===== config.mk =====
export PLATFORM = sky130hd
export DESIGN_NAME = instruction_sequencer
export DESIGN_NICKNAME = d
export VERILOG_FILES = /design/src/rtl/processor_pkg.sv /design/src/rtl/instr_decoder.sv /design/src/rtl/instruction_sequencer.sv
export SDC_FILE = /design/constraint.sdc
export NUM_CORES = 1
export LEC_CHECK = 0
export CAP_MARGIN = 5
export CORE_ASPECT_RATIO = 0.5
export CORE_UTILIZATION = 42
export DETAILED_ROUTE_END_ITERATION = 7
export GPL_TIMING_DRIVEN = 1
export PLACE_DENSITY = 0.8
export SYNTH_ARGS = -nofsm -noshare
export SYNTH_HDL_FRONTEND = slang
export SYNTH_SLANG_ARGS = --single-unit

===== constraint.sdc =====
create_clock -name clk -period 2.2 [get_ports clk]
set_input_delay 0.55 -clock clk [delete_from_list [all_inputs] [get_ports clk]]
set_output_delay 0.55 -clock clk [all_outputs]
set_load 0.01 [all_outputs]

===== src/rtl/processor_pkg.sv =====
// Shared opcode constants, instruction field positions and sequencer state encoding.
package processor_pkg;

  localparam logic [3:0] OPC_ALU_NIB = 4'b0001;
  localparam logic [7:0] OPC_WRITE   = 8'h21;
  localparam logic [7:0] OPC_READ    = 8'h22;
  localparam logic [7:0] OPC_NOP     = 8'h00;
  localparam logic [7:0] OPC_HALT    = 8'hFF;

  localparam int INSTR_W = 48;
  localparam int OP_MSB  = 47;
  localparam int OP_LSB  = 32;
  localparam int A1_MSB  = 31;
  localparam int A1_LSB  = 28;
  localparam int A2_MSB  = 27;
  localparam int A2_LSB  = 24;
  localparam int A3_MSB  = 23;
  localparam int A3_LSB  = 20;
  localparam int RSV_MSB = 19;
  localparam int RSV_LSB = 16;
  localparam int IMM_MSB = 15;
  localparam int IMM_LSB = 0;

  typedef enum logic [1:0] {
    ST_IDLE   = 2'd0,
    ST_FETCH  = 2'd1,
    ST_ISSUE  = 2'd2,
    ST_HALTED = 2'd3
  } seq_state_e;

endpackage


===== src/rtl/instr_decoder.sv =====
// Combinational split of a 48-bit instruction word into fields plus opcode class flags.
module instr_decoder
  import processor_pkg::*;
(
  input  logic [INSTR_W-1:0] instr_i,
  output logic [15:0]        op_word_o,
  output logic [3:0]         addr_1_o,
  output logic [3:0]         addr_2_o,
  output logic [3:0]         addr_3_o,
  output logic [15:0]        imm_o,
  output logic               is_alu_o,
  output logic               is_write_o,
  output logic               is_read_o,
  output logic               is_halt_o,
  output logic               is_illegal_o
);

  logic [7:0] opc;
  logic       is_nop;
  logic       unused_rsv;

  assign op_word_o  = instr_i[OP_MSB:OP_LSB];
  assign addr_1_o   = instr_i[A1_MSB:A1_LSB];
  assign addr_2_o   = instr_i[A2_MSB:A2_LSB];
  assign addr_3_o   = instr_i[A3_MSB:A3_LSB];
  assign imm_o      = instr_i[IMM_MSB:IMM_LSB];
  assign unused_rsv = ^instr_i[RSV_MSB:RSV_LSB];

  assign opc = op_word_o[15:8];

  assign is_alu_o     = (opc[7:4] == OPC_ALU_NIB);
  assign is_write_o   = (opc == OPC_WRITE);
  assign is_read_o    = (opc == OPC_READ);
  assign is_halt_o    = (opc == OPC_HALT);
  assign is_nop       = (opc == OPC_NOP);
  assign is_illegal_o = !(is_alu_o || is_write_o || is_read_o || is_halt_o || is_nop);

endmodule


===== src/rtl/instruction_sequencer.sv =====
// Fetch/issue controller: fetches, decodes and issues one instruction per ISSUE cycle until HALT.
// SEQ_SINGLE_STEP_EN adds a step input that holds ISSUE until step is high.
module instruction_sequencer
  import processor_pkg::*;
#(
  parameter int PC_WIDTH   = 8,
  parameter int DATA_WIDTH = 16
) (
  input  logic                  clk,
  input  logic                  reset_n,
  input  logic                  start,
`ifdef SEQ_SINGLE_STEP_EN
  input  logic                  step,
`endif
  output logic                  imem_req,
  output logic [PC_WIDTH-1:0]   imem_addr,
  input  logic                  imem_valid,
  input  logic [47:0]           imem_data,
  output logic [DATA_WIDTH-1:0] op,
  output logic [3:0]            addr_1,
  output logic [3:0]            addr_2,
  output logic [3:0]            addr_3,
  output logic [DATA_WIDTH-1:0] write_data,
  input  logic [DATA_WIDTH-1:0] alu_result,
  input  logic [DATA_WIDTH-1:0] read_data_reg,
  output logic [DATA_WIDTH-1:0] read_value,
  output logic                  read_valid,
  output logic                  busy,
  output logic                  halted,
  output logic                  illegal
);

  seq_state_e            state_q;
  logic [PC_WIDTH-1:0]   pc_q;
  logic [INSTR_W-1:0]    ir_q;
  logic [DATA_WIDTH-1:0] read_value_q;
  logic                  read_valid_q;
  logic                  illegal_q;

  logic [15:0] dec_op;
  logic [3:0]  dec_a1, dec_a2, dec_a3;
  logic [15:0] dec_imm;
  logic        dec_alu, dec_write, dec_read, dec_halt, dec_illegal;
  logic        issue_done_d;
  logic        in_issue;

  instr_decoder u_dec (
    .instr_i      (ir_q),
    .op_word_o    (dec_op),
    .addr_1_o     (dec_a1),
    .addr_2_o     (dec_a2),
    .addr_3_o     (dec_a3),
    .imm_o        (dec_imm),
    .is_alu_o     (dec_alu),
    .is_write_o   (dec_write),
    .is_read_o    (dec_read),
    .is_halt_o    (dec_halt),
    .is_illegal_o (dec_illegal)
  );

`ifdef SEQ_SINGLE_STEP_EN
  assign issue_done_d = step;
`else
  assign issue_done_d = 1'b1;
`endif

  always_ff @(posedge clk or negedge reset_n) begin
    if (!reset_n) begin
      state_q      <= ST_IDLE;
      pc_q         <= '0;
      ir_q         <= '0;
      read_value_q <= '0;
      read_valid_q <= 1'b0;
      illegal_q    <= 1'b0;
    end else begin
      read_valid_q <= 1'b0;
      case (state_q)
        ST_IDLE, ST_HALTED: begin
          if (start) begin
            pc_q      <= '0;
            illegal_q <= 1'b0;
            state_q   <= ST_FETCH;
          end
        end
        ST_FETCH: begin
          if (imem_valid) begin
            ir_q    <= imem_data;
            state_q <= ST_ISSUE;
          end
        end
        ST_ISSUE: begin
          if (dec_illegal) illegal_q <= 1'b1;
          if (issue_done_d) begin
            if (dec_read) begin
              read_value_q <= read_data_reg;
              read_valid_q <= 1'b1;
            end
            // HALT leaves pc pointing at the HALT instruction itself.
            if (dec_halt) begin
              state_q <= ST_HALTED;
            end else begin
              pc_q    <= pc_q + 1'b1;
              state_q <= ST_FETCH;
            end
          end
        end
        default: state_q <= ST_IDLE;
      endcase
    end
  end

  assign in_issue = (state_q == ST_ISSUE);

  // Everything the register file sees is gated by ISSUE, so reset or idle can never commit a write.
  always_comb begin
    op         = '0;
    addr_1     = '0;
    addr_2     = '0;
    addr_3     = '0;
    write_data = '0;
    if (in_issue && !dec_illegal) begin
      op     = DATA_WIDTH'(dec_op);
      addr_1 = dec_a1;
      addr_2 = dec_a2;
      addr_3 = dec_a3;
      if (dec_alu)        write_data = alu_result;
      else if (dec_write) write_data = DATA_WIDTH'(dec_imm);
    end
  end

  assign imem_req   = (state_q == ST_FETCH);
  assign imem_addr  = pc_q;
  assign busy       = (state_q == ST_FETCH) || in_issue;
  assign halted     = (state_q == ST_HALTED);
  assign illegal    = illegal_q;
  assign read_value = read_value_q;
  assign read_valid = read_valid_q;

endmodule


==> results.sh, run 1 <==
export IMPL_core_um2=8115
export IMPL_grt_pass1_wl_mm=17.31
export IMPL_maxCapViolCount=0
export IMPL_place_congestion=0.7602
export IMPL_grt_max_degree=45
export IMPL_ys_warnings_count=0
export IMPL_port_buffers=152
export IMPL_synth_mux_area_share_pct=19.61
export IMPL_async_flop_share_pct=100.0
export IMPL_synthAdderAreaFrac_pct=1.751
export IMPL_post_drt_wl_per_cell_um=19.69
export IMPL_ir_drop_mv=0.5339
export IMPL_path_max_fanout=6
export IMPL_numCtsBuffers=9
export IMPL_failed_checks="negative setup slack"
export IMPL_grt_usage_pct=25.93
export IMPL_htree_levels=3
export IMPL_routed_wl_mm=11.95
export IMPL_synth_edff_count=0
export IMPL_clockRootBuffer="clkbuf_16"
export IMPL_rows=23
export IMPL_synth_top_family_by_area="multiplexers"
export IMPL_final_period_utilization_pct=115.8
export IMPL_cp_end_kind="output pin"
export IMPL_r2r_cells=9
export IMPL_drcViolationCount=0
export IMPL_syn_to_final_growth_pct=72.51
export IMPL_finClkSkew_ns=0.004777
export IMPL_cts_buffer_depth=2
export IMPL_setup_tns_ns=-13.44
export IMPL_hold_viol_final=0
export IMPL_yosys_area_share_simple_pct=15.69
export IMPL_hold_class="input port to async pin"
export IMPL_start_util_pct=44.03
export IMPL_pin_count=157
export IMPL_fillers=480
export IMPL_yosysUniqueCellTypes=41
export IMPL_firstDrtPassIters=5
export IMPL_dpl_worst_slack_ns=-0.3179
export IMPL_period_minus_slack_ns=2.548
export IMPL_yosys_register_bits=72
export IMPL_synth_fp_nets=376
export IMPL_fmaxAchievable_ghz=0.3925
export IMPL_synth_xor_area_share_pct=0.2451
export IMPL_num_antenna_cells=0
export IMPL_leakage_nw=2.696
export IMPL_avgSynthCellArea_um2=12.45
export IMPL_dp_hpwl_mm=6.809
export IMPL_drt_iter0_drc=246
export IMPL_setup_ws_ns=-0.3478
export IMPL_power_mw=6.460
export IMPL_antenna_found_initial=0
export IMPL_yosys_most_used_dff="dfrtp_1"
export IMPL_cts_tree="done"
export IMPL_final_area_um2=6165
export IMPL_nets=579
export IMPL_clk_pin_slew_worst_paths_ns=0.06
export IMPL_postSynthCellCount=287
export IMPL_status="finished, violations left"
export IMPL_yosysTopAreaCell="dfrtp_1"
export IMPL_drtAntennaViolNets=0
export IMPL_cp_start_kind="flip-flop"
export IMPL_clock_sinks=72
export IMPL_cp_required_ns=1.65
export IMPL_slew_violations=0
export IMPL_tightestPinTransition_ns=0.5736
export IMPL_netlist_top_cells_count="72 x dfrtp_1, 51 x mux2_2, 27 x and2_1"
export IMPL_cp_data_arrival_time_ns=2.00
export IMPL_die_y_um=67.23
export IMPL_rsz0062_at_grt="true"
export IMPL_drive_gt1_share_pct=45.45
export IMPL_cts_hold_buf=0
export IMPL_synth_area_leaders="dfrtp_1 50%, mux2_2 16%, and2_1 4.7%"
export IMPL_power_density_nw_per_um2=1048
export IMPL_grt_pass1_vias=3178
export IMPL_syn_area_um2=3573
export IMPL_via_per_inst=5.257
export IMPL_slew_headroom_pct=61.76
export IMPL_synth_compound_area_share_pct=9.069
export IMPL_synth_top_area_share_pct=50.42
export IMPL_fin_cells=607
export IMPL_setup_viol=42
export IMPL_fin_util_pct=75.96
export IMPL_clk_latency_ns=0.34
export IMPL_crit_type="flip-flop to output pin"
export IMPL_die_x_um=132.4
export IMPL_holdWs_ns=0.2018
export IMPL_synth_most_common_cell="dfrtp_1"
export IMPL_dpl_cell_count=564
export IMPL_grt_overflow_total=0
export IMPL_via_count=3191
export IMPL_placed_cell_area_um2=5418
export IMPL_synth_seq_area_share_pct=50.42
export IMPL_dieArea_um2=8904
==> flip-flops by register name (all words and copies together) (netlist names) <==
register    flops
ir_q           44
read_value     16
imem_addr       8
state_q         2
illegal         1
read_valid      1
==> final cells by class <==
| class | instances | area [um^2] | share of cell area, % |
|---|---|---|---|
| clock buffers | 11 | 232.7 | 3.775 |
| clock inverters | 5 | 81.33 | 1.319 |
| inverters | 4 | 15.01 | 0.2436 |
| multi-input cells | 199 | 1827 | 29.63 |
| flip-flops and latches | 72 | 1807 | 29.31 |
| well taps | 112 | 140.1 | 2.273 |
| repair buffers | 204 | 2062 | 33.45 |
==> power by group <==
part,internal (mW),switching [mW],leakage (nW),total (mW)
Combinational,1.50,1.15,1.65,2.65
Clock,0.994,0.575,0.150,1.57
Sequential,1.85,0.392,0.896,2.24
==> cell families after synthesis <==
family / count (synthesis)
AND/OR/NAND/NOR: 84
flip-flops: 72
multiplexers: 62
AO/OA/AOI/OAI: 44
buffers and inverters: 19
adder cells (fa/ha/maj): 5
XOR/XNOR: 1
==> timing repair <==
item | CTS | global route
setup endpoints to repair | 46 | 46
pin swaps | 45 | 13
resized for setup | 233 | 48
setup buffers | 17 | 6
cloned | 4 | 0
==> cell usage in the layout, fill, tap and decap left out, types with 2 or more instances in the layout <==
cell type        netlist  final
ha_1                   5      3
buf_2                  5      8
a22oi_1               16     16
nand3_1                6      6
o21ai_0                9      9
nand2_1                9      8
buf_4                  2     33
and4_4                 0      2
or3_1                  2      2
nor2b_1                2      2
inv_2                  0      2
bufinv_16              0      2
or4_1                  2      2
nor3_2                 0      2
dfrtp_2                0      4
clkbuf_16              0     10
nor2_4                11     12
a22o_4                 1      4
mux2_1                 9      9
inv_1                  4      2
buf_6                  4     45
buf_8                  0      3
o31ai_1                5      5
nor2_2                 0      6
buf_12                 0      6
and2_4                 0     23
nand2b_1               2      2
a21oi_1                6      6
mux2_2                51     51
and2_1                27      4
clkbuf_1               4      2
nand4_1                3      3
dfrtp_1               72     68
clkdlybuf4s50_1        0    105
==> worst paths after layout <==
check	slack [ns]	end	from
max in group asynchronous	1.41	ir_q[47]	reset_n
setup / recovery	-0.35	write_data[11]	ir_q[45]
hold reg to reg	0.49	read_value[8]	read_value[8]
min in group clk	0.49	read_value[8]	read_value[8]
setup reg to reg	0.10	imem_addr[6]	state_q[0]
hold / removal	0.20	ir_q[2]	reset_n
==> metal layers <==
| metal | vias up | track usage, % | wire, um |
|---|---|---|---|
| li1 | 1456 | - | - |
| met1 | 1601 | 30.41 | 4846 |
| met4 | 0 | 12.64 | 405 |
| met2 | 98 | 46.05 | 6286 |
| met5 | - | 0 | 0 |
| met3 | 36 | 6.306 | 412 |
==> critical path, cell delays in order, from the launching register on <==
cell       delay [ns]
dfrtp_2          0.45
and4_4           0.23
a21o_4           0.24
a22oi_4          0.26
clkbuf_16        0.19
buf_8            0.11
nor2_4           0.04
buf_6            0.13
Note: power is estimated with default switching activity, not from simulation.
==> run 2, diff against run 1 <==
Settings changed: CORE_UTILIZATION 42 to 56, DONT_BUFFER_PORTS set to 1, PLACE_DENSITY 0.8 to 0.71.
Clock period 2.2 ns to 3.12 ns, I/O delays scaled along.
==> results.sh, run 2 (synthesis results as in run 1) <==
export IMPL_crit_type="flip-flop to output pin"
export IMPL_fillers=512
export IMPL_cts_hold_buf=0
export IMPL_dpl_worst_slack_ns=0.5845
export IMPL_crit_path_start="ir_q[42]"
export IMPL_fmaxAchievable_ghz=0.3465
export IMPL_post_cts_buffers=0
export IMPL_cp_required_ns=2.34
export IMPL_drt_iter0_drc=88
export IMPL_antenna_found_initial=0
export IMPL_clock_sinks=72
export IMPL_start_util_pct=58.52
export IMPL_cp_end_kind="output pin"
export IMPL_cp_data_arrival_time_ns=2.11
export IMPL_grt_overflow_total=0
export IMPL_via_per_inst=5.929
export IMPL_drcViolationCount=0
export IMPL_power_mw=3.530
export IMPL_grt_pass1_vias=2285
export IMPL_ir_drop_mv=0.5269
export IMPL_slew_violations=0
export IMPL_setup_viol=0
export IMPL_dieArea_um2=6724
export IMPL_setup_tns_ns=0
export IMPL_multi_input_area_um2=1659
export IMPL_r2r_start="state_q[0]"
export IMPL_cts_resized_gates=0
export IMPL_path_max_fanout=16
export IMPL_hold_class="input port to async pin"
export IMPL_slew_headroom_pct=58.63
export IMPL_crit_chain="nor3_1 -> and4_1 -> a22oi_1 -> nor2_1"
export IMPL_cp_start_kind="flip-flop"
export IMPL_leakage_nw=1.652
export IMPL_maxCapViolCount=0
export IMPL_via_count=2265
export IMPL_cp_slowest_cell="and4_1"
export IMPL_finClkSkew_ns=0.003793
export IMPL_grt_usage_pct=22.49
export IMPL_ff_latch_area_um2=1802
export IMPL_cts_buffer_depth=2
export IMPL_drive_gt1_share_pct=30.27
export IMPL_nets=378
export IMPL_clockRootBuffer="clkbuf_16"
export IMPL_r2r_cells=8
export IMPL_numCtsBuffers=9
export IMPL_clk_pin_slew_worst_paths_ns=0.06
export IMPL_largest_register_ffs=44
export IMPL_regMostFlops="ir_q"
export IMPL_grt_pass1_wl_mm=11.22
export IMPL_period_minus_slack_ns=2.886
export IMPL_core_um2=6106
export IMPL_hold_viol_final=0
export IMPL_reg2reg_slack_ns=0.99
export IMPL_num_antenna_cells=0
export IMPL_htree_levels=3
export IMPL_routed_wl_mm=7.293
export IMPL_grt_max_degree=73
export IMPL_die_x_um=115.0
export IMPL_rows=20
export IMPL_port_buffers=0
export IMPL_die_y_um=58.49
export IMPL_clk_latency_ns=0.32
export IMPL_dp_hpwl_mm=5.244
export IMPL_drtAntennaViolNets=0
export IMPL_tightestPinTransition_ns=0.6206
export IMPL_power_density_nw_per_um2=901.6
export IMPL_rsz0062_at_grt="false"
export IMPL_r2r_end="imem_addr[6]"
export IMPL_pin_count=157
export IMPL_post_drt_wl_per_cell_um=19.09
export IMPL_cts_tree="done"
export IMPL_final_period_utilization_pct=92.49
export IMPL_status="completed"
export IMPL_syn_to_final_growth_pct=9.559
export IMPL_setup_ws_ns=0.2343
export IMPL_final_cell_mix="72 x dfrtp_1, 51 x mux2_2, 27 x and2_1"
export IMPL_layout_commonest_cell="dfrtp_1"
export IMPL_crit_path_max_incr_delay_ns=0.65
export IMPL_place_congestion=0.8000
export IMPL_cp_endpoint="write_data[2]"
export IMPL_firstDrtPassIters=4
[run 2: worst max-delay path, delay by kind of cell (launching register included)]
| family | cells | cell delay [ns] |
|---|---|---|
| simple gates | 3 | 1.23 |
| flops | 1 | 0.41 |
| compound gates | 1 | 0.15 |
[run 2: area by class of cell]
class	count	share of cell area [%]
Inverter	4	0.3835
Sequential cell	72	46.02
Clock inverter	5	1.055
Tap cell	88	2.812
Multi-Input combinational cell	196	42.38
Timing Repair Buffer	6	1.151
Clock buffer	11	6.200
[run 2: layer usage]
metal	vias up	wire length [um]	GRT usage, %	part of all wire, %
li1	1042	-	-	-
met1	1115	3057	27.96	42
met2	100	3465	36.75	48
met3	8	694	9.372	9.5
met4	0	76	6.122	1.0
met5	-	0	0	0
[run 2: through the flow]
| stage | util (%) | hold slack [ns] | instance area (um^2) | instances |
|---|---|---|---|---|
| global placement | 59.47 | 0.4783 | 3631 | 366 |
| CTS | 64.12 | 0.1330 | 3915 | 382 |
| global route | 64.12 | 0.1302 | 3915 | 382 |
| floorplan | - | 0.4706 | 3573 | 287 |
| detailed placement | 59.47 | 0.4853 | 3631 | 366 |
| finish | 64.12 | 0.1467 | 3915 | 382 |
[run 2: worst min-delay path by stage]
stage	slack (ns)	end
global route	0.13	read_value[3]
detailed placement	0.49	read_value[3]
floorplan	0.47	ir_q[20]
CTS	0.13	read_value[3]
global placement	0.48	ir_q[30]
finish	0.15	read_value[3]
[run 2: power breakdown]
group,switching [mW],total [mW],internal [mW]
Sequential,0.298,1.59,1.30
Clock,0.384,0.949,0.565
Combinational,0.470,0.986,0.515
Total,1.15,3.53,2.38
